## src/rtl/legv8_pkg.sv

```systemverilog
// Purpose : shared encodings for the LEGv8 multi-cycle control path (opcodes, ALUOp, mux selects, states).
// Latency : n/a (declarations only).
// Backpressure: n/a.
// Contents: widths OPC_W/ALUOP_W/STATE_W, opcode match values, ALUOp codes, alu_src_b/pc_src selects,
//           state encodings, and the decoder's classification struct.
package legv8_pkg;

  localparam int OPC_W   = 11;  // IR[31:21]
  localparam int ALUOP_W = 2;   // toward ALUControl
  localparam int STATE_W = 4;   // state_o width

  // Full 11-bit opcodes
  localparam logic [OPC_W-1:0] OP_ADD  = 11'b10001011000;
  localparam logic [OPC_W-1:0] OP_SUB  = 11'b11001011000;
  localparam logic [OPC_W-1:0] OP_AND  = 11'b10001010000;
  localparam logic [OPC_W-1:0] OP_ORR  = 11'b10101010000;
  localparam logic [OPC_W-1:0] OP_LDUR = 11'b11111000010;
  localparam logic [OPC_W-1:0] OP_STUR = 11'b11111000000;
  // Short-format opcodes: CBZ matches on opcode[10:3], B on opcode[10:5]
  localparam logic [7:0]       OP_CBZ  = 8'b10110100;
  localparam logic [5:0]       OP_B    = 6'b000101;

  // ALUOp toward ALUControl
  localparam logic [ALUOP_W-1:0] ALUOP_ADD   = 2'b00;
  localparam logic [ALUOP_W-1:0] ALUOP_PASSB = 2'b01;
  localparam logic [ALUOP_W-1:0] ALUOP_RTYPE = 2'b10;

  // ALU B-input select
  localparam logic [1:0] SRCB_REG     = 2'b00;
  localparam logic [1:0] SRCB_FOUR    = 2'b01;
  localparam logic [1:0] SRCB_IMM     = 2'b10;
  localparam logic [1:0] SRCB_IMM_SL2 = 2'b11;

  // PC source select
  localparam logic [1:0] PCSRC_PLUS4  = 2'b00;
  localparam logic [1:0] PCSRC_ALUOUT = 2'b01;
  localparam logic [1:0] PCSRC_BR     = 2'b10;

  // State encoding
  localparam logic [STATE_W-1:0] S_IDLE     = 4'd0;
  localparam logic [STATE_W-1:0] S_FETCH    = 4'd1;
  localparam logic [STATE_W-1:0] S_DECODE   = 4'd2;
  localparam logic [STATE_W-1:0] S_EXEC_R   = 4'd3;
  localparam logic [STATE_W-1:0] S_WB_R     = 4'd4;
  localparam logic [STATE_W-1:0] S_MEM_ADDR = 4'd5;
  localparam logic [STATE_W-1:0] S_MEM_RD   = 4'd6;
  localparam logic [STATE_W-1:0] S_WB_LD    = 4'd7;
  localparam logic [STATE_W-1:0] S_MEM_WR   = 4'd8;
  localparam logic [STATE_W-1:0] S_BR_CBZ   = 4'd9;
  localparam logic [STATE_W-1:0] S_BR_UNC   = 4'd10;
  localparam logic [STATE_W-1:0] S_TRAP     = 4'd11;

  // Opcode classification; exactly one bit is set for any opcode
  typedef struct packed {
    logic is_r;
    logic is_ld;
    logic is_st;
    logic is_cbz;
    logic is_b;
    logic is_illegal;
  } dec_t;

endpackage

```

## src/rtl/legv8_opcode_decoder.sv

```systemverilog
// Purpose : classify the 11-bit IR opcode into R-type / load / store / CBZ / B / illegal.
// Latency : combinational, zero cycles.
// Backpressure: none; output follows i_opcode continuously.
// Ports   : i_opcode (OPC_W) in, o_dec (dec_t one-hot class) out.
module legv8_opcode_decoder
  import legv8_pkg::*;
(
  input  logic [OPC_W-1:0] i_opcode,
  output dec_t             o_dec
);

  // Exact 11-bit matches are tried first; only if none hits do the
  // shorter CBZ/B prefix patterns get a chance.
  always_comb begin
    o_dec = '0;
    case (i_opcode)
      OP_ADD, OP_SUB, OP_AND, OP_ORR: o_dec.is_r  = 1'b1;
      OP_LDUR:                        o_dec.is_ld = 1'b1;
      OP_STUR:                        o_dec.is_st = 1'b1;
      default: begin
        if (i_opcode[10:3] == OP_CBZ)
          o_dec.is_cbz = 1'b1;
        else if (i_opcode[10:5] == OP_B)
          o_dec.is_b = 1'b1;
        else
          o_dec.is_illegal = 1'b1;
      end
    endcase
  end

endmodule

```

## src/rtl/legv8_multicycle_control.sv

```systemverilog
// Purpose : LEGv8 multi-cycle main control FSM; sequences FETCH/DECODE/EXEC/MEM/WB and drives datapath enables.
// Latency : R 4, LDUR 5, STUR 4, CBZ 3, B 3 cycles with mem_ready=1; each memory wait cycle adds 1.
// Backpressure: FETCH/MEM_RD/MEM_WR hold their request until mem_ready; mem_ready is ignored in all other states.
// Build option: ILLEGAL_TRAP_EN adds output illegal_op and a sticky TRAP state for unknown opcodes;
//               without it unknown opcodes retire as NOPs from DECODE.
// Ports   : clk, rst_n (async active-low), opcode (IR[31:21]), zero, mem_ready in;
//           ir_write, pc_write, pc_src, alu_op, alu_src_b, reg2_loc, reg_write, mem_to_reg,
//           mem_read, mem_write, instr_done, state_o [, illegal_op] out.
module legv8_multicycle_control
  import legv8_pkg::*;
(
  input  logic               clk,
  input  logic               rst_n,
  input  logic [OPC_W-1:0]   opcode,
  input  logic               zero,
  input  logic               mem_ready,
  output logic               ir_write,
  output logic               pc_write,
  output logic [1:0]         pc_src,
  output logic [ALUOP_W-1:0] alu_op,
  output logic [1:0]         alu_src_b,
  output logic               reg2_loc,
  output logic               reg_write,
  output logic               mem_to_reg,
  output logic               mem_read,
  output logic               mem_write,
  output logic               instr_done,
  output logic [STATE_W-1:0] state_o
`ifdef ILLEGAL_TRAP_EN
  ,
  output logic               illegal_op
`endif
);

  logic [STATE_W-1:0] r_state;
  logic [STATE_W-1:0] w_next_state;
  dec_t               w_dec;

  legv8_opcode_decoder u_dec (
    .i_opcode (opcode),
    .o_dec    (w_dec)
  );

  assign state_o = r_state;

  // State register: async reset lands in IDLE, which decodes to all-zero outputs,
  // so any in-flight memory request is withdrawn the moment rst_n falls.
  always_ff @(posedge clk or negedge rst_n) begin
    if (!rst_n)
      r_state <= S_IDLE;
    else
      r_state <= w_next_state;
  end

  // Next-state logic
  always_comb begin
    w_next_state = r_state;
    case (r_state)
      S_IDLE:     w_next_state = S_FETCH;
      S_FETCH:    w_next_state = mem_ready ? S_DECODE : S_FETCH;
      S_DECODE: begin
        if (w_dec.is_r)
          w_next_state = S_EXEC_R;
        else if (w_dec.is_ld || w_dec.is_st)
          w_next_state = S_MEM_ADDR;
        else if (w_dec.is_cbz)
          w_next_state = S_BR_CBZ;
        else if (w_dec.is_b)
          w_next_state = S_BR_UNC;
        else if (w_dec.is_illegal)
`ifdef ILLEGAL_TRAP_EN
          w_next_state = S_TRAP;
`else
          w_next_state = S_FETCH;
`endif
        else
          w_next_state = S_FETCH;
      end
      S_EXEC_R:   w_next_state = S_WB_R;
      S_WB_R:     w_next_state = S_FETCH;
      // IR is held stable after FETCH, so the live decode still names the access kind here.
      S_MEM_ADDR: w_next_state = w_dec.is_ld ? S_MEM_RD : S_MEM_WR;
      S_MEM_RD:   w_next_state = mem_ready ? S_WB_LD : S_MEM_RD;
      S_WB_LD:    w_next_state = S_FETCH;
      S_MEM_WR:   w_next_state = mem_ready ? S_FETCH : S_MEM_WR;
      S_BR_CBZ:   w_next_state = S_FETCH;
      S_BR_UNC:   w_next_state = S_FETCH;
`ifdef ILLEGAL_TRAP_EN
      S_TRAP:     w_next_state = S_TRAP;  // sticky until reset
`endif
      default:    w_next_state = S_IDLE;
    endcase
  end

  // Output decode: Moore from state, except the mem_ready-qualified FETCH strobes,
  // the MEM_WR completion pulse, the zero-qualified CBZ PC write and the NOP retire in DECODE.
  always_comb begin
    ir_write   = 1'b0;
    pc_write   = 1'b0;
    pc_src     = PCSRC_PLUS4;
    alu_op     = ALUOP_ADD;
    alu_src_b  = SRCB_REG;
    reg2_loc   = 1'b0;
    reg_write  = 1'b0;
    mem_to_reg = 1'b0;
    mem_read   = 1'b0;
    mem_write  = 1'b0;
    instr_done = 1'b0;
`ifdef ILLEGAL_TRAP_EN
    illegal_op = 1'b0;
`endif
    case (r_state)
      S_FETCH: begin
        mem_read  = 1'b1;
        alu_src_b = SRCB_FOUR;
        alu_op    = ALUOP_ADD;
        pc_src    = PCSRC_PLUS4;
        ir_write  = mem_ready;
        pc_write  = mem_ready;
      end
      S_DECODE: begin
        // Branch target precomputed into ALUOut while the opcode is classified.
        alu_src_b = SRCB_IMM_SL2;
        alu_op    = ALUOP_ADD;
`ifndef ILLEGAL_TRAP_EN
        instr_done = w_dec.is_illegal;
`endif
      end
      S_EXEC_R: begin
        alu_op    = ALUOP_RTYPE;
        alu_src_b = SRCB_REG;
      end
      S_WB_R: begin
        reg_write  = 1'b1;
        instr_done = 1'b1;
      end
      S_MEM_ADDR: begin
        alu_op    = ALUOP_ADD;
        alu_src_b = SRCB_IMM;
        reg2_loc  = 1'b1;
      end
      S_MEM_RD: begin
        mem_read = 1'b1;
      end
      S_WB_LD: begin
        reg_write  = 1'b1;
        mem_to_reg = 1'b1;
        instr_done = 1'b1;
      end
      S_MEM_WR: begin
        mem_write  = 1'b1;
        instr_done = mem_ready;
      end
      S_BR_CBZ: begin
        alu_op     = ALUOP_PASSB;
        alu_src_b  = SRCB_REG;
        reg2_loc   = 1'b1;
        pc_src     = PCSRC_ALUOUT;
        pc_write   = zero;
        instr_done = 1'b1;
      end
      S_BR_UNC: begin
        pc_src     = PCSRC_BR;
        pc_write   = 1'b1;
        instr_done = 1'b1;
      end
`ifdef ILLEGAL_TRAP_EN
      S_TRAP: begin
        illegal_op = 1'b1;
      end
`endif
      default: ;
    endcase
  end

endmodule

```

## config.mk

```make
export PLATFORM = sky130hd
export DESIGN_NAME = legv8_multicycle_control
export DESIGN_NICKNAME = d
export VERILOG_FILES = /design/src/rtl/legv8_pkg.sv /design/src/rtl/legv8_opcode_decoder.sv /design/src/rtl/legv8_multicycle_control.sv
export SDC_FILE = /design/constraint.sdc
export NUM_CORES = 1
export LEC_CHECK = 0
export ABC_CLOCK_PERIOD_IN_PS = 1400
export BUFFER_PORTS_ARGS = -buffer_cell sky130_fd_sc_hd__buf_2
export CORE_MARGIN = 5
export CORE_UTILIZATION = 42
export CTS_CLUSTER_SIZE = 12
export DETAILED_ROUTE_END_ITERATION = 8
export HOLD_SLACK_MARGIN = 0.1
export PLACE_DENSITY = 0.79
export SYNTH_ARGS = -nofsm -noshare
export SYNTH_HDL_FRONTEND = slang
export SYNTH_SLANG_ARGS = --single-unit
```

## constraint.sdc

```tcl
create_clock -name clk -period 1.4 [get_ports clk]
set_input_delay 0.28 -clock clk [delete_from_list [all_inputs] [get_ports clk]]
set_output_delay 0.28 -clock clk [all_outputs]
set_load 0.03 [all_outputs]
```

==> key figures, run 1 <==
STA
  – Critical endpoint after global-route timing repair: pc_write
  – Worst endpoint type: primary output

Synth
  – Distinct cell type count after synthesis: 37
  – Synth top area cells: dfrtp_1 17%, buf_6 7.7%, nor2_1 7.0%
  – Seq/Total Area, Yosys: 0.171
  – Synthesized Nets: 86
  – Async set-reset flop share out of synthesis: 1.00
  – Seq cells post-synth: 4
  – Cells after Synth: between 70 and 80
  – Synth area leader: dfrtp_1
  – Mapped cell area: slightly below 600 µm²
  – Count of warnings emitted by yosys: 0
  – Dominant synthesized flop cell: dfrtp_1
  – EDFF count, synth: 0
  – Top cell type's share of synthesized area: 0.171
  – Mean Syn Cell Area: 8.26 µm²

CTS
  – CTS max path bufs: 2
  – CTS sink cnt: 4
  – # H-tree levels: 1
  – Cts bufs inserted: 3
  – CTS root buffer: clkbuf_4

Placed design
  – Gpl congestion: 0.833
  – PortBufs: 32
  – Post-DP HPWL: 1650 µm
  – Placement Setup Slack: -0.172 ns
  – Post-Place Cell Area: between 0.001 and 0.0015 mm²

Floorplan
  – Initial Util: 0.445
  – IO Pins: 33
  – Die width: around 47 µm
  – # rows: 13
  – Die H: 47.4 µm

Global route
  – Largest net degree at the start of global routing: 10

Outcome
  – Status: aborted with a tool error
  – Stopped at: global routing (5_1_grt)
  – Error that halted the flow: [ERROR DPL-0038] Utilization greater than 100%, impossible to legalize
## cell families after synthesis
| family | after synthesis | synth area share |
|---|---|---|
| muxes | 4 | 0.0682 |
| and+or+nand+nor | 39 | 0.433 |
| DFF | 4 | 0.171 |
| AOI/OAI and AO/OA | 17 | 0.220 |
| buffers and inverters | 7 | 0.109 |
## what timing repair did
action | in CTS
endpoints found under the setup margin | 15
pin swaps | 6
resized for setup | 41
hold buffers | 1
hold endpoints to repair | 4
setup buffers | 6
## synth_stat cells (2+ instances only)
cell and instances:
and2b_1 2, nand2b_1 3, a21oi_1 2, mux2i_1 4, buf_6 4, nand3_1 2, nor2_1 11, buf_4 2
dfrtp_1 4, nor3_1 3, nand2b_4 2, nand2_1 6, o21ai_0 2
## per-stage QoR
step	TNS, ns	hold slack (ns)	std cells
floorplan	-0.941	-0.0156	71
global placement	-0.276	0.0813	141
detailed placement	-0.548	0.0866	141
CTS	-3.09	0.372	151
==> run 2: changes to the inputs <==
--- a/config.mk
+++ b/config.mk
@@ -7,12 +7,10 @@
 export LEC_CHECK = 0
 export ABC_CLOCK_PERIOD_IN_PS = 1400
 export BUFFER_PORTS_ARGS = -buffer_cell sky130_fd_sc_hd__buf_2
-export CORE_MARGIN = 5
-export CORE_UTILIZATION = 42
-export CTS_CLUSTER_SIZE = 12
+export CORE_AREA = 5 5 66 68
 export DETAILED_ROUTE_END_ITERATION = 8
-export HOLD_SLACK_MARGIN = 0.1
-export PLACE_DENSITY = 0.79
+export DIE_AREA = 0 0 71 73
+export PLACE_DENSITY_LB_ADDON = 0.15
 export SYNTH_ARGS = -nofsm -noshare
 export SYNTH_HDL_FRONTEND = slang
 export SYNTH_SLANG_ARGS = --single-unit
==> run 2 against run 1 <==
The flow now finishes, with violations (setup timing). Synthesized area unchanged. Synthesized cell count unchanged.
==> key figures, run 2 <==
Synth
  – Seq/Total Area, Yosys: 0.171
  – Mean Syn Cell Area: between 8 and 9 µm²
  – Async set-reset flop share out of synthesis: 1.00
  – Post-synth top cells: 11 x nor2_1, 6 x nand2_1, 4 x buf_6, 4 x dfrtp_1, 4 x mux2i_1
  – Seq cells post-synth: 4
  – Count of warnings emitted by yosys: 0
  – Synthesized Nets: 86
  – Top-count cell post-synth: nor2_1
  – Distinct cell type count after synthesis: 37
  – Top cell type's share of synthesized area: 0.171
  – Dominant synthesized flop cell: dfrtp_1
  – Mapped cell area: 587 µm²
  – Synth area leader: dfrtp_1
  – Cells after Synth: 71
  – EDFF count, synth: 0
  – Synth top area cells: dfrtp_1 17%, buf_6 7.7%, nor2_1 7.0%

Placed design
  – Post-DP HPWL: between 1500 and 2000 µm
  – Post-Place Cell Area: around 0.0011 mm²
  – PortBufs: 32
  – Gpl congestion: about 0.8

Critical path
  – Reg2reg start: state_o[2]
  – CP top delay family: flip-flops
  – Startpoint Class: register
  – Crit. End Element: output port
  – CP cell instances: and2b_2, nand3b_1, nor2_4, a211o_4, buf_6
  – RR Endpoint: state_o[3]
  – CP Buf/Inv Count: 1
  – CP Data Required Time: 1.12 ns
  – Reg-to-reg setup timing slack: -0.10 ns
  – Critical path class: reg -> out
  – Arrival @ worst endpoint: 1.43 ns
  – Crit path max fanout: 5
  – Largest stage delay on the critical path: about 0.42 ns
  – Max stage delay cell, worst path: dfrtp_2
  – Worst R2R Path Depth: 6

STA
  – Final setup fails: 16
  – Final Cycle Share: 1.22
  – Fin. max-slew vios: 0
  – Setup TNS: -2.68 ns
  – Clk_skew: 0.00390 ns
  – Final Hold Viols: 0
  – Least-Margin Pin Slew: approximately 0.27 ns
  – Fmax: a little under 600 MHz
  – Final WS setup: -0.310 ns
  – Slew headroom: 0.819
  – RSZ-0062 raised after global routing: true
  – Min cycle time layout: 1.71 ns

Layout
  – Register area: about 110 µm²
  – Fin area: around 0.0014 mm²
  – Layout fillers: a little over 400
  – Max reg flops: 4
  – NumNets Final: 156
  – # diodes: 0
  – Area added between synthesis and finish: 133%
  – Area of the multi-input gates: between 500 and 600 µm²
  – Fraction of layout cells with a size suffix above 1: 0.741
  – Commonest cells after routing, fill and taps aside: 26 x buf_6, 26 x buf_4, 17 x buf_2

CTS
  – Clk_lat worst skew: between 0.2 and 0.25 ns
  – CTS root buffer: clkbuf_8
  – Cts bufs inserted: 3
  – # H-tree levels: 1
  – CTS max path bufs: 2
  – TritonCTS clock tree: done
  – Clk slew on worst S/H paths: roughly 0.030 ns
  – CTS sink cnt: 4

Floorplan
  – Core area: 0.00380 mm²
  – # rows: 23
  – Die area: around 0.0052 mm²
  – Die H: roughly 73 µm
  – IO Pins: 33
  – Initial Util: 0.154
  – Die width: between 70 and 80 µm

Outcome
  – Failing checks: setup timing
  – Status: finished, violations left

Route
  – DR iter-0 viols: 34
  – DRT Pass-1 Iters: 4
  – Routed WL per cell: approximately 12 µm
  – Vias per Instance: ~4.2
  – DR vias: ~790
  – DRC: 0
  – WL final: roughly 2200 µm
  – Number of antenna-violating nets in the routed design: 0

Run
  – # Max-Cap Violations: 0

Power and ir drop
  – Internal: roughly 1700 µW
  – Switching share of power: 0.469
  – Seq pwr share: 0.085
  – Maximum vdd drop: 0.543 mV
  – Logic pwr share: 0.839
  – P_sw: 1470 µW
  – Lkg Pwr: between 0.0006 and 0.0007 µW
  – Power Dens Cells: 2300 mW/mm²
  – Clock share of power: 0.076

Global route
  – Number of antenna violations at the first check in global routing: 0
  – Total global-route track usage: 0.0912
  – Global route overflow: 0
  – Vias in the first global route: just over 800
  – Largest net degree at the start of global routing: 10
  – First-pass GRT wire length: between 3000 and 4000 µm

Min path
  – Hold WC Path Type: in -> async
[run 2: power by group through the flow]
| stage | registers (µW) | clock network (µW) | logic (µW) |
|---|---|---|---|
| after CTS | 266 | 244 | 2610 |
| after detailed placement | 268 | 0 | 2120 |
| after global placement | 268 | 0 | 2110 |
| after floorplan | 329 | 0 | 1380 |
| final | 267 | 237 | 2630 |
| after global routing | 279 | 254 | 2800 |
[run 2: timing repair]
| item | CTS | global route |
|---|---|---|
| hold endpoints to repair | 4 | 0 |
| hold buffers | 1 | 0 |
| endpoints found under the setup margin | 15 | 16 |
| resized for setup | 42 | 6 |
| pin swaps | 10 | 5 |
| setup buffers | 8 | 2 |
[run 2: cells by family (layout without fill, tap and decap cells)]
logic type             count (synthesis)  in the layout  share of synthesized area
AND/OR/NAND/NOR                       39             39                      0.433
buffers and inverters                  7             75                      0.109
flip-flops                             4              4                      0.171
multiplexers                           4              4                     0.0682
AO/OA/AOI/OAI                         17             17                      0.220
[run 2: per-layer routing]
metal / vias to the layer above / track usage / share of wire / wire (µm)
met5: - / 0 / 0 / 0
met2: 35 / 0.169 / 0.52 / 1160
li1: 397 / - / - / -
met3: 4 / 0.0234 / 0.068 / 152
met1: 349 / 0.0998 / 0.40 / 885
met4: 0 / 0.0334 / 0.019 / 43
[run 2: through the flow]
step	cells	setup WS (ns)	total power, µW	utilization	hold WS [ns]
4_1_cts	188	-0.318	3120	0.352	0.405
2_1_floorplan	71	-0.201	1710	-	-0.0156
5_1_grt	189	-0.361	3330	0.359	0.428
3_5_place_dp	177	-0.146	2390	0.288	0.0875
3_3_place_gp	177	-0.130	2370	0.288	0.0869
6_report	189	-0.310	3130	0.359	0.408
[run 2: area by class of cell]
type / count / area share
clock buffers: 3 / 0.0302
inverters: 1 / 0.00275
multi-input cells: 60 / 0.402
flip-flops and latches: 4 / 0.0770
well taps: 50 / 0.0458
repair buffers: 71 / 0.442
[run 2: worst max-delay path by stage]
stage,from,endpoint,slack [ns],depth (start not counted)
after floorplan,state_o[1],pc_write,-0.20,4
after global placement,state_o[0],pc_write,-0.13,5
after detailed placement,state_o[0],pc_write,-0.15,5
after CTS,state_o[0],pc_write,-0.32,5
after global routing,state_o[1],pc_write,-0.36,5
final,state_o[0],pc_write,-0.31,5
No activity file was read; power rests on OpenSTA's default activity.
